==> src/rtl/moonbase_bus_pkg.sv <==
`default_nettype none
// ---------------------------------------------------------------------------
// moonbase_bus_pkg : io-bus bit positions and nibble helpers   rev 1.0
// ---------------------------------------------------------------------------
package moonbase_bus_pkg;

  localparam int STROBE  = 7;
  localparam int SPACE   = 6;
  localparam int RAM_WN  = 5;
  localparam int DEV_WN  = 4;
  localparam int DATA_HI = 3;
  localparam int DATA_LO = 0;

  localparam logic SPACE_CODE = 1'b1;
  localparam logic SPACE_DATA = 1'b0;

  typedef enum logic {
    NIB_HI = 1'b0,
    NIB_LO = 1'b1
  } nib_e;

  function automatic logic [3:0] nibble_of(input logic [7:0] b, input nib_e n);
    return (n == NIB_HI) ? b[7:4] : b[3:0];
  endfunction

endpackage
`default_nettype wire

==> src/rtl/moonbase_bus_responder_if.sv <==
`default_nettype none
// ---------------------------------------------------------------------------
// moonbase_bus_responder_if : CPU multiplexed io bus   rev 1.0
// ---------------------------------------------------------------------------
interface moonbase_bus_responder_if;

  logic [7:0] bus_out;
  logic [3:0] ram_data;
  logic [1:0] dev_data;

  modport master (output bus_out, input  ram_data, input  dev_data);
  modport slave  (input  bus_out, output ram_data, output dev_data);

endinterface
`default_nettype wire

==> src/rtl/moonbase_sync.sv <==
`default_nettype none
// ---------------------------------------------------------------------------
// moonbase_sync : STAGES-deep per-bit synchroniser   rev 1.0
// ---------------------------------------------------------------------------
module moonbase_sync #(
  parameter int WIDTH  = 8,
  parameter int STAGES = 2
) (
  input  logic             clk,
  input  logic             reset_n,
  input  logic [WIDTH-1:0] i_d,
  output logic [WIDTH-1:0] o_q
);

  logic [WIDTH-1:0] r_stage [STAGES];

  always_ff @(posedge clk or negedge reset_n) begin
    if (!reset_n) begin
      for (int i = 0; i < STAGES; i++) r_stage[i] <= '0;
    end else begin
      r_stage[0] <= i_d;
      for (int i = 1; i < STAGES; i++) r_stage[i] <= r_stage[i-1];
    end
  end

  assign o_q = r_stage[STAGES-1];

endmodule
`default_nettype wire

==> src/rtl/moonbase_bus_responder.sv <==
`default_nettype none
// ---------------------------------------------------------------------------
// moonbase_bus_responder : address latch, 256x8 SRAM and device responder   rev 1.0
// ---------------------------------------------------------------------------
module moonbase_bus_responder
  import moonbase_bus_pkg::*;
#(
  parameter int N_DEV       = 8,
  parameter int SYNC_STAGES = 2
) (
  input  logic                 clk,
  input  logic                 reset_n,
  moonbase_bus_responder_if.slave bus,
  input  logic [7:0]           gpio_in,
  output logic [8*N_DEV-1:0]   dev_out,
  output logic                 dev_wr_stb,
  output logic [2:0]           dev_wr_addr,
  input  logic                 prog_we,
  input  logic [7:0]           prog_addr,
  input  logic [7:0]           prog_data
);

  logic [7:0] r_mem [256];
  logic [6:0] r_addr;
  nib_e       r_nib;
  logic [3:0] r_hold;

  logic [7:0] w_idx;
  logic [3:0] w_wdata;
  logic       w_strobe;
  logic       w_ram_we;
  logic       w_dev_we;
  logic       w_dev_commit;
  logic       w_prog_hit;
  logic [7:0] w_rd_byte;
  logic [7:0] w_gpio_s;

  assign w_strobe     = bus.bus_out[STROBE];
  assign w_idx        = {bus.bus_out[SPACE], r_addr};
  assign w_wdata      = bus.bus_out[DATA_HI:DATA_LO];
  assign w_ram_we     = !w_strobe && !bus.bus_out[RAM_WN];
  assign w_dev_we     = !w_strobe && !bus.bus_out[DEV_WN];
  assign w_dev_commit = w_dev_we && (r_nib == NIB_LO) && (int'(r_addr[2:0]) < N_DEV);
  assign w_prog_hit   = prog_we && (prog_addr == w_idx);

  // The CPU samples the read nibble in the same cycle, so no register here.
  assign w_rd_byte    = r_mem[w_idx];
  assign bus.ram_data = nibble_of(w_rd_byte, r_nib);
  assign bus.dev_data = w_gpio_s[{r_addr[1:0], 1'b0} +: 2];

  always_ff @(posedge clk or negedge reset_n) begin
    if (!reset_n) begin
      r_addr      <= '0;
      r_nib       <= NIB_HI;
      r_hold      <= '0;
      dev_wr_stb  <= 1'b0;
      dev_wr_addr <= '0;
    end else begin
      dev_wr_stb <= 1'b0;
      if (w_strobe) begin
        r_addr <= bus.bus_out[6:0];
        r_nib  <= NIB_HI;
      end else begin
        r_nib <= (r_nib == NIB_HI) ? NIB_LO : NIB_HI;
        if (w_dev_we && (r_nib == NIB_HI)) r_hold <= w_wdata;
        if (w_dev_commit) begin
          dev_wr_stb  <= 1'b1;
          dev_wr_addr <= r_addr[2:0];
        end
      end
    end
  end

  // Host byte writes override a bus nibble aimed at the same byte.
  always_ff @(posedge clk) begin
    if (reset_n && w_ram_we && !w_prog_hit) begin
      if (r_nib == NIB_HI) r_mem[w_idx][7:4] <= w_wdata;
      else                 r_mem[w_idx][3:0] <= w_wdata;
    end
    if (prog_we) r_mem[prog_addr] <= prog_data;
  end

  for (genvar k = 0; k < N_DEV; k++) begin : g_dev
    logic [7:0] r_reg;
    always_ff @(posedge clk or negedge reset_n) begin
      if (!reset_n)                                  r_reg <= '0;
      else if (w_dev_commit && (r_addr[2:0] == 3'(k))) r_reg <= {r_hold, w_wdata};
    end
    assign dev_out[8*k +: 8] = r_reg;
  end

  moonbase_sync #(
    .WIDTH  (8),
    .STAGES (SYNC_STAGES)
  ) u_sync (
    .clk     (clk),
    .reset_n (reset_n),
    .i_d     (gpio_in),
    .o_q     (w_gpio_s)
  );

endmodule
`default_nettype wire

==> src/flat_wrapper.sv <==
// flat-port wrapper written by rule: the top's interface ports become plain ports
module moonbase_bus_responder_flat import moonbase_bus_pkg::*;
#(
  parameter int N_DEV       = 8,
  parameter int SYNC_STAGES = 2
)
  (clk, reset_n, gpio_in, dev_out, dev_wr_stb, dev_wr_addr, prog_we, prog_addr, prog_data, bus_bus_out, bus_ram_data, bus_dev_data);
  moonbase_bus_responder_if bus_i ();
  input  logic clk;
  input  logic reset_n;
  input  logic [7:0] gpio_in;
  output logic [8*N_DEV-1:0] dev_out;
  output logic dev_wr_stb;
  output logic [2:0] dev_wr_addr;
  input  logic prog_we;
  input  logic [7:0] prog_addr;
  input  logic [7:0] prog_data;
  input wire logic [$bits(bus_i.bus_out)-1:0] bus_bus_out;
  output wire logic [$bits(bus_i.ram_data)-1:0] bus_ram_data;
  output wire logic [$bits(bus_i.dev_data)-1:0] bus_dev_data;
  assign bus_i.bus_out = bus_bus_out;
  assign bus_ram_data = bus_i.ram_data;
  assign bus_dev_data = bus_i.dev_data;
  moonbase_bus_responder #(.N_DEV(N_DEV), .SYNC_STAGES(SYNC_STAGES)) u_core (.clk(clk), .reset_n(reset_n), .bus(bus_i), .gpio_in(gpio_in), .dev_out(dev_out), .dev_wr_stb(dev_wr_stb), .dev_wr_addr(dev_wr_addr), .prog_we(prog_we), .prog_addr(prog_addr), .prog_data(prog_data));
endmodule
==> config.mk <==
export PLATFORM = sky130hd
export DESIGN_NAME = moonbase_bus_responder_flat
export DESIGN_NICKNAME = d
export VERILOG_FILES = /design/src/rtl/moonbase_bus_pkg.sv /design/src/rtl/moonbase_bus_responder_if.sv /design/src/rtl/moonbase_sync.sv /design/src/rtl/moonbase_bus_responder.sv /design/src/flat_wrapper.sv
export SDC_FILE = /design/constraint.sdc
export NUM_CORES = 2
export LEC_CHECK = 0
export ABC_AREA = 0
export BUFFER_PORTS_ARGS = -buffer_cell sky130_fd_sc_hd__buf_4
export CAP_MARGIN = 20
export CORE_MARGIN = 2
export CORE_UTILIZATION = 25
export DETAILED_ROUTE_END_ITERATION = 16
export PLACE_DENSITY = 0.41
export SETUP_SLACK_MARGIN = 0.02
export SLEW_MARGIN = 20
export SYNTH_ARGS = -nofsm -noshare
export SYNTH_HDL_FRONTEND = slang
export SYNTH_SLANG_ARGS = --single-unit
==> constraint.sdc <==
create_clock -name clk -period 5.2 [get_ports clk]
set_clock_uncertainty 0.05 [all_clocks]
set_input_delay 1.3 -clock clk [delete_from_list [all_inputs] [get_ports clk]]
set_output_delay 1.3 -clock clk [all_outputs]
set_load 0.05 [all_outputs]
Word level (Yosys, flattened, before mapping)
Memories as Yosys holds them, arrays and structs flattened. Cells that the tools add are included.

Equal/unequal tests: 8. Shift operators: 1. Mux-type cells: 12. Bitwise gates (word level): 2. Reductions and logical operators: 22.

Operators with widths (count): $logic_and 1x1->1 (15); $eq 3x3->1 const B (4); $mux 1 (11); $eq 8x8->1 (1); $shiftx 8x4->2 (1); $eq 3x2->1 const B (2); $logic_not 1->1 (4); $mux 4 (1); $reduce_and 2->1 (2); $eq 3x1->1 const B (1); $logic_not 3->1 (1); $not 1->1 (2).

Register bits after elaboration: 96. Memory bits (writable): 2048. Bits of input ports: 35. Word-level logic and storage cells: 61. Memories: 1.

Memory list: u_core.r_mem (depth 256, width 8, rd ports 1, clocked after memory_dff 0, write ports 2, RTL line moonbase_bus_responder.sv:23) `logic [7:0] r_mem [256];`.

Logic depth before layout (Yosys ltp)
Depth in word-level cells: 6. Mapped depth: 12. Gate-level depth less buffers: 7.

Modules after synthesis
A second synthesis with hierarchy kept.

Cell total of the unflattened synthesis: 10094. Area total of the unflattened synthesis: 108312.6 sq um.

By module, submodules not included: moonbase_bus_responder (instances 1, cells an instance 10070, area each 107852.2 sq um, sequential area each 63500.9 sq um); moonbase_sync (instances 1, cells an instance 24, area each 460.4 sq um, sequential area each 400.4 sq um).

Least setup slack after synthesis
No wires, ideal clock.

Kind: input port to output port. Start: input port bus_bus_out[6]. End: output port bus_ram_data[0]. Data arrival time: 3.491 ns. Required time: 3.850 ns. Path slack: 0.359 ns. Stages: 9. Buffers on the path: 2. Cell sequence: clkbuf_1 clkinv_1 nor2_1 and2_1 clkbuf_1 nand4_1 nand3_1 a31oi_1 a32oi_1.

Longest elaborated chain between the ends: 2.

Ends and longest elaborated chain: start: declaration (RTL line flat_wrapper.sv:18) `input wire logic [$bits(bus_i.bus_out)-1:0] bus_bus_out;`; $mem_v2 256x8; $mux 4 (RTL line moonbase_bus_pkg.sv:23) `return (n == NIB_HI) ? b[7:4] : b[3:0];`; end: declaration (RTL line flat_wrapper.sv:19) `output wire logic [$bits(bus_i.ram_data)-1:0] bus_ram_data;`.

Every way passes these cells.

Final worst setup path
Start: register u_core.r_addr[1]. End: output port bus_ram_data[1].

Longest elaborated chain between the ends: 2.

Ends and longest elaborated chain: start: declaration (RTL line moonbase_bus_responder.sv:24) `logic [6:0] r_addr;`; start signal: assignment (RTL line moonbase_bus_responder.sv:61) `r_addr <= bus.bus_out[6:0];`; $mem_v2 256x8; $mux 4 (RTL line moonbase_bus_pkg.sv:23).

Every way passes these cells.

==> results.md <==
* Clk pwr share at 0.419
* Initial antenna violation count at 46
* Fill count at roughly 44000
* Fin util at 0.300
* Placement Setup Slack at -0.341 ns
* First-pass GRT wire length at 699000 um
* R2R Setup Slk at 0.83 ns
* Leakage power at 47.3 nW
* Crit end category: primary output
* Simple-gate portion of the synthesized area at 0.198
* Async S/R FF share, synth at 0.0448
* F_max at ~0.18 GHz
* Final hold slack at 0.304 ns
* Fin. max-slew vios at 0
* Wire length per cell at 31.6 um
* CTS Buf Count at 267
* Power per Cell Area at approximately 340 nW/um^2
* FF-to-FF path depth at 11
* Fin. Hold Viols at 0
* Sw Ratio at 0.279
* Worst hold stages at 0
* # placed instances at 15800
* Type of the worst setup path: register to primary output
* Register area at 63900 sq um
* Design Power at 44.1 mW
* Worst flop-to-flop path startpoint: u_core.r_addr[3]$_DFFE_PN0P_
* Area post-placement at 119000 sq um
* Final Cycle Share at 1.08
* Post-synth cell types at 70
* Max Cap Viol at 0
* Layout cells sized above 1 at 0.190
* Total GRT Usage at 0.227
* Outcome: finished with violations
* Gp weighted congestion at 0.953
* CP startpoint kind: register
* Crit Path Max Fanout at 10
* Critical R2R Capture: u_core.r_mem[43][4]$_DFFE_PP_
* Root Buffer: clkbuf_16
* Violated checks: setup timing
* Final WL at 518000 um
* Fin worst setup slack at -0.434 ns
* YS warnings at 0
* Multi-input gate area at between 40000 and 50000 sq um
* Syn Nets at 10200
* Final setup viols at 4
* Hold worst-path end: u_core.u_sync.o_q[7]$_DFF_PN0_
* Post-Syn Area at 109000 sq um
* DPL Wire Length at 330000 um
* Starting Density at 0.252
* Switching power at 12.3 mW
* Die area at roughly 440000 sq um
* Seq pwr share at 0.436
* Syn avg cell area at 10.6 sq um
* Core area at 432000 sq um
* Comb pwr share at 0.145
* NumNets Final at approximately 10000
* Area delta synth->final at 19.4%
* Top FF cell, synth: edfxtp_1
* Synth Area in Compound Gates at 0.0431
* Clock Latency Late Sink at 0.93 ns
* Vias in the first global route at 83600
* Gr ovfl total at 0
* CTS tree: yes
* Post-Layout Inst Area at 130000 sq um
* Clock buffer depth at 4
* Largest net degree at the start of global routing at around 80
* Height of the die at 663 um
* CTS Sinks at 2144
* Routed vias at 87500
* Adder-Cell Fraction of Synth Area at 0
* Max FFs per register at between 2000 and 2500
* Seq cells post-synth at between 2000 and 2500
* Synth Area in XOR/XNOR at 0.000646
* EDFF count, synth at 2048
* Die Span X at 663 um
* Largest family of logic cells by synthesized area: simple AND/OR/NAND/NOR gates
* Tmin final at roughly 5.6 ns
* Number of port buffers at 108
* Seq/Total Area, Yosys at 0.589
* Worst Path Required at 3.85 ns
* Worst hold start: u_core.u_sync.r_stage[15]$_DFF_PN0_
* RSZ-0062 raised after global routing: true
* Cells after Synth at 10200
* Setup TNS at -1.49 ns
* Worst-path clk slew at roughly 0.060 ns
* Vias per cell at 5.34
* Antenna Nets Post-Route at 0
* WP data arrival at 4.28 ns
* Cell Int Power at 31.8 mW
* Detailed-route DRC error count at 0
* Final non-filler cell total at 16400
* CTS H-Tree Depth at 5
* Row count at about 240
* DRT iter0 DRCs at approximately 12000
* HP Class: register to register
* I/O pins at 109
* DRT Pass-1 Iters at 7
* Worst vdd ir at 211 uV
* Slew headroom at 0.248
* Mux cell area share after synthesis at 0.140
* Worst Tran Pin Value at 1.12 ns
## final cells by class
| class | count | area share |
|---|---|---|
| Clock inverter | 130 | 0.00934 |
| Sequential cell | 2144 | 0.493 |
| Inverter | 5 | 0.000203 |
| Multi-Input combinational cell | 7347 | 0.330 |
| Timing Repair Buffer | 682 | 0.0573 |
| Tap cell | 5710 | 0.0551 |
| Antenna cell | 32 | 0.000618 |
| Clock buffer | 335 | 0.0547 |
## kinds of logic (layout without fill, tap and decap cells)
group           after synthesis  in the layout
mux                         885            885
flops                      2144           2144
xor+xnor                      8              8
other cells                   0             32
compound gates              824            824
buf+inv                     710           1152
simple gates               5630           5630
## synthesized netlist by cell type (11+ instances only)
library cell	count	area, sq um
a211oi_1	18	135
a21oi_1	43	215
a221oi_1	14	123
a22o_1	11	96.3
a22oi_1	22	165
a31oi_1	15	93.8
a32oi_1	15	131
buf_1	86	323
buf_2	56	280
buf_4	40	300
buf_6	35	394
clkbuf_1	482	1810
dfrtp_1	96	2400
edfxtp_1	2048	61500
mux2_2	305	3430
mux2i_1	103	1030
mux4_2	472	10600
nand2_1	5137	19300
nand2b_1	13	81.3
nand3_1	42	210
nand4_1	21	131
nor2_1	337	1260
nor2b_1	18	113
nor3_1	16	80.1
o21ai_0	541	2710
o22ai_1	96	601
## worst max-delay path by stage
stage	startpoint	end	slack, ns
after global routing	u_core.r_addr[1]$_DFFE_PN0P_	bus_ram_data[1]	-0.38
after global placement	bus_bus_out[6]	bus_ram_data[2]	-0.44
final	u_core.r_addr[1]$_DFFE_PN0P_	bus_ram_data[1]	-0.43
after CTS	u_core.r_addr[0]$_DFFE_PN0P_	bus_ram_data[3]	-0.36
after detailed placement	bus_bus_out[6]	bus_ram_data[2]	-0.34
after floorplan	bus_bus_out[6]	bus_ram_data[0]	0.36
## timing repair
action                     CTS  global route
gates resized for setup    232            61
hold buffers                 0             0
pin swaps                   42            29
setup buffers               36            22
setup endpoints to repair    4             4
cloned                      20             4
## metal layers
layer	track usage	up-vias	share of wire
met5	0	-	0.00015
met4	0.112	12	0.054
met3	0.0449	1183	0.099
met2	0.354	6038	0.45
met1	0.300	44000	0.40
li1	-	36300	-
## critical path: stages (launching register included)
cell and delay, ns:
dfrtp_4 0.50, buf_12 0.15, buf_16 0.16, buf_16 0.20
buf_12 0.15, buf_4 0.19, mux2i_1 0.13, a221oi_1 0.44
o21ai_1 0.23, nand4_1 0.28, nand3_2 0.18, a32oi_4 0.37
buf_6 0.16, buf_8 0.13
## placed cells by master, fill, tap and decap left out, types with 10 or more instances in the layout
cell type,n
a31oi_1,11
o22ai_1,77
buf_12,91
nand2b_1,11
buf_6,19
buf_16,31
mux4_2,472
clkinv_1,51
mux2_2,304
nand4_1,21
bufbuf_16,10
o21ai_1,13
clkbuf_1,59
nand2_4,11
nand2_2,21
nand2_1,5106
a22oi_1,18
buf_8,21
o22ai_2,12
dfrtp_1,91
buf_4,506
a21oi_1,34
diode_2,32
o21ai_2,11
nor2_1,318
clkbuf_16,277
nor2_4,17
nor2b_1,13
a211oi_1,10
o21ai_0,526
mux2i_2,14
bufinv_16,18
edfxtp_1,2048
mux2i_1,83
clkinv_2,39
nand3_1,30
## power by group through the flow
stage / sequential [mW] / clock (mW) / combinational (mW)
2_1_floorplan: 19.9 / 0 / 2.72
3_3_place_gp: 19.6 / 0 / 5.73
3_5_place_dp: 19.6 / 0 / 5.75
4_1_cts: 19.2 / 18.6 / 6.22
5_1_grt: 19.2 / 19.3 / 6.57
6_report: 19.2 / 18.5 / 6.41
(Power assumes the default switching activity.)
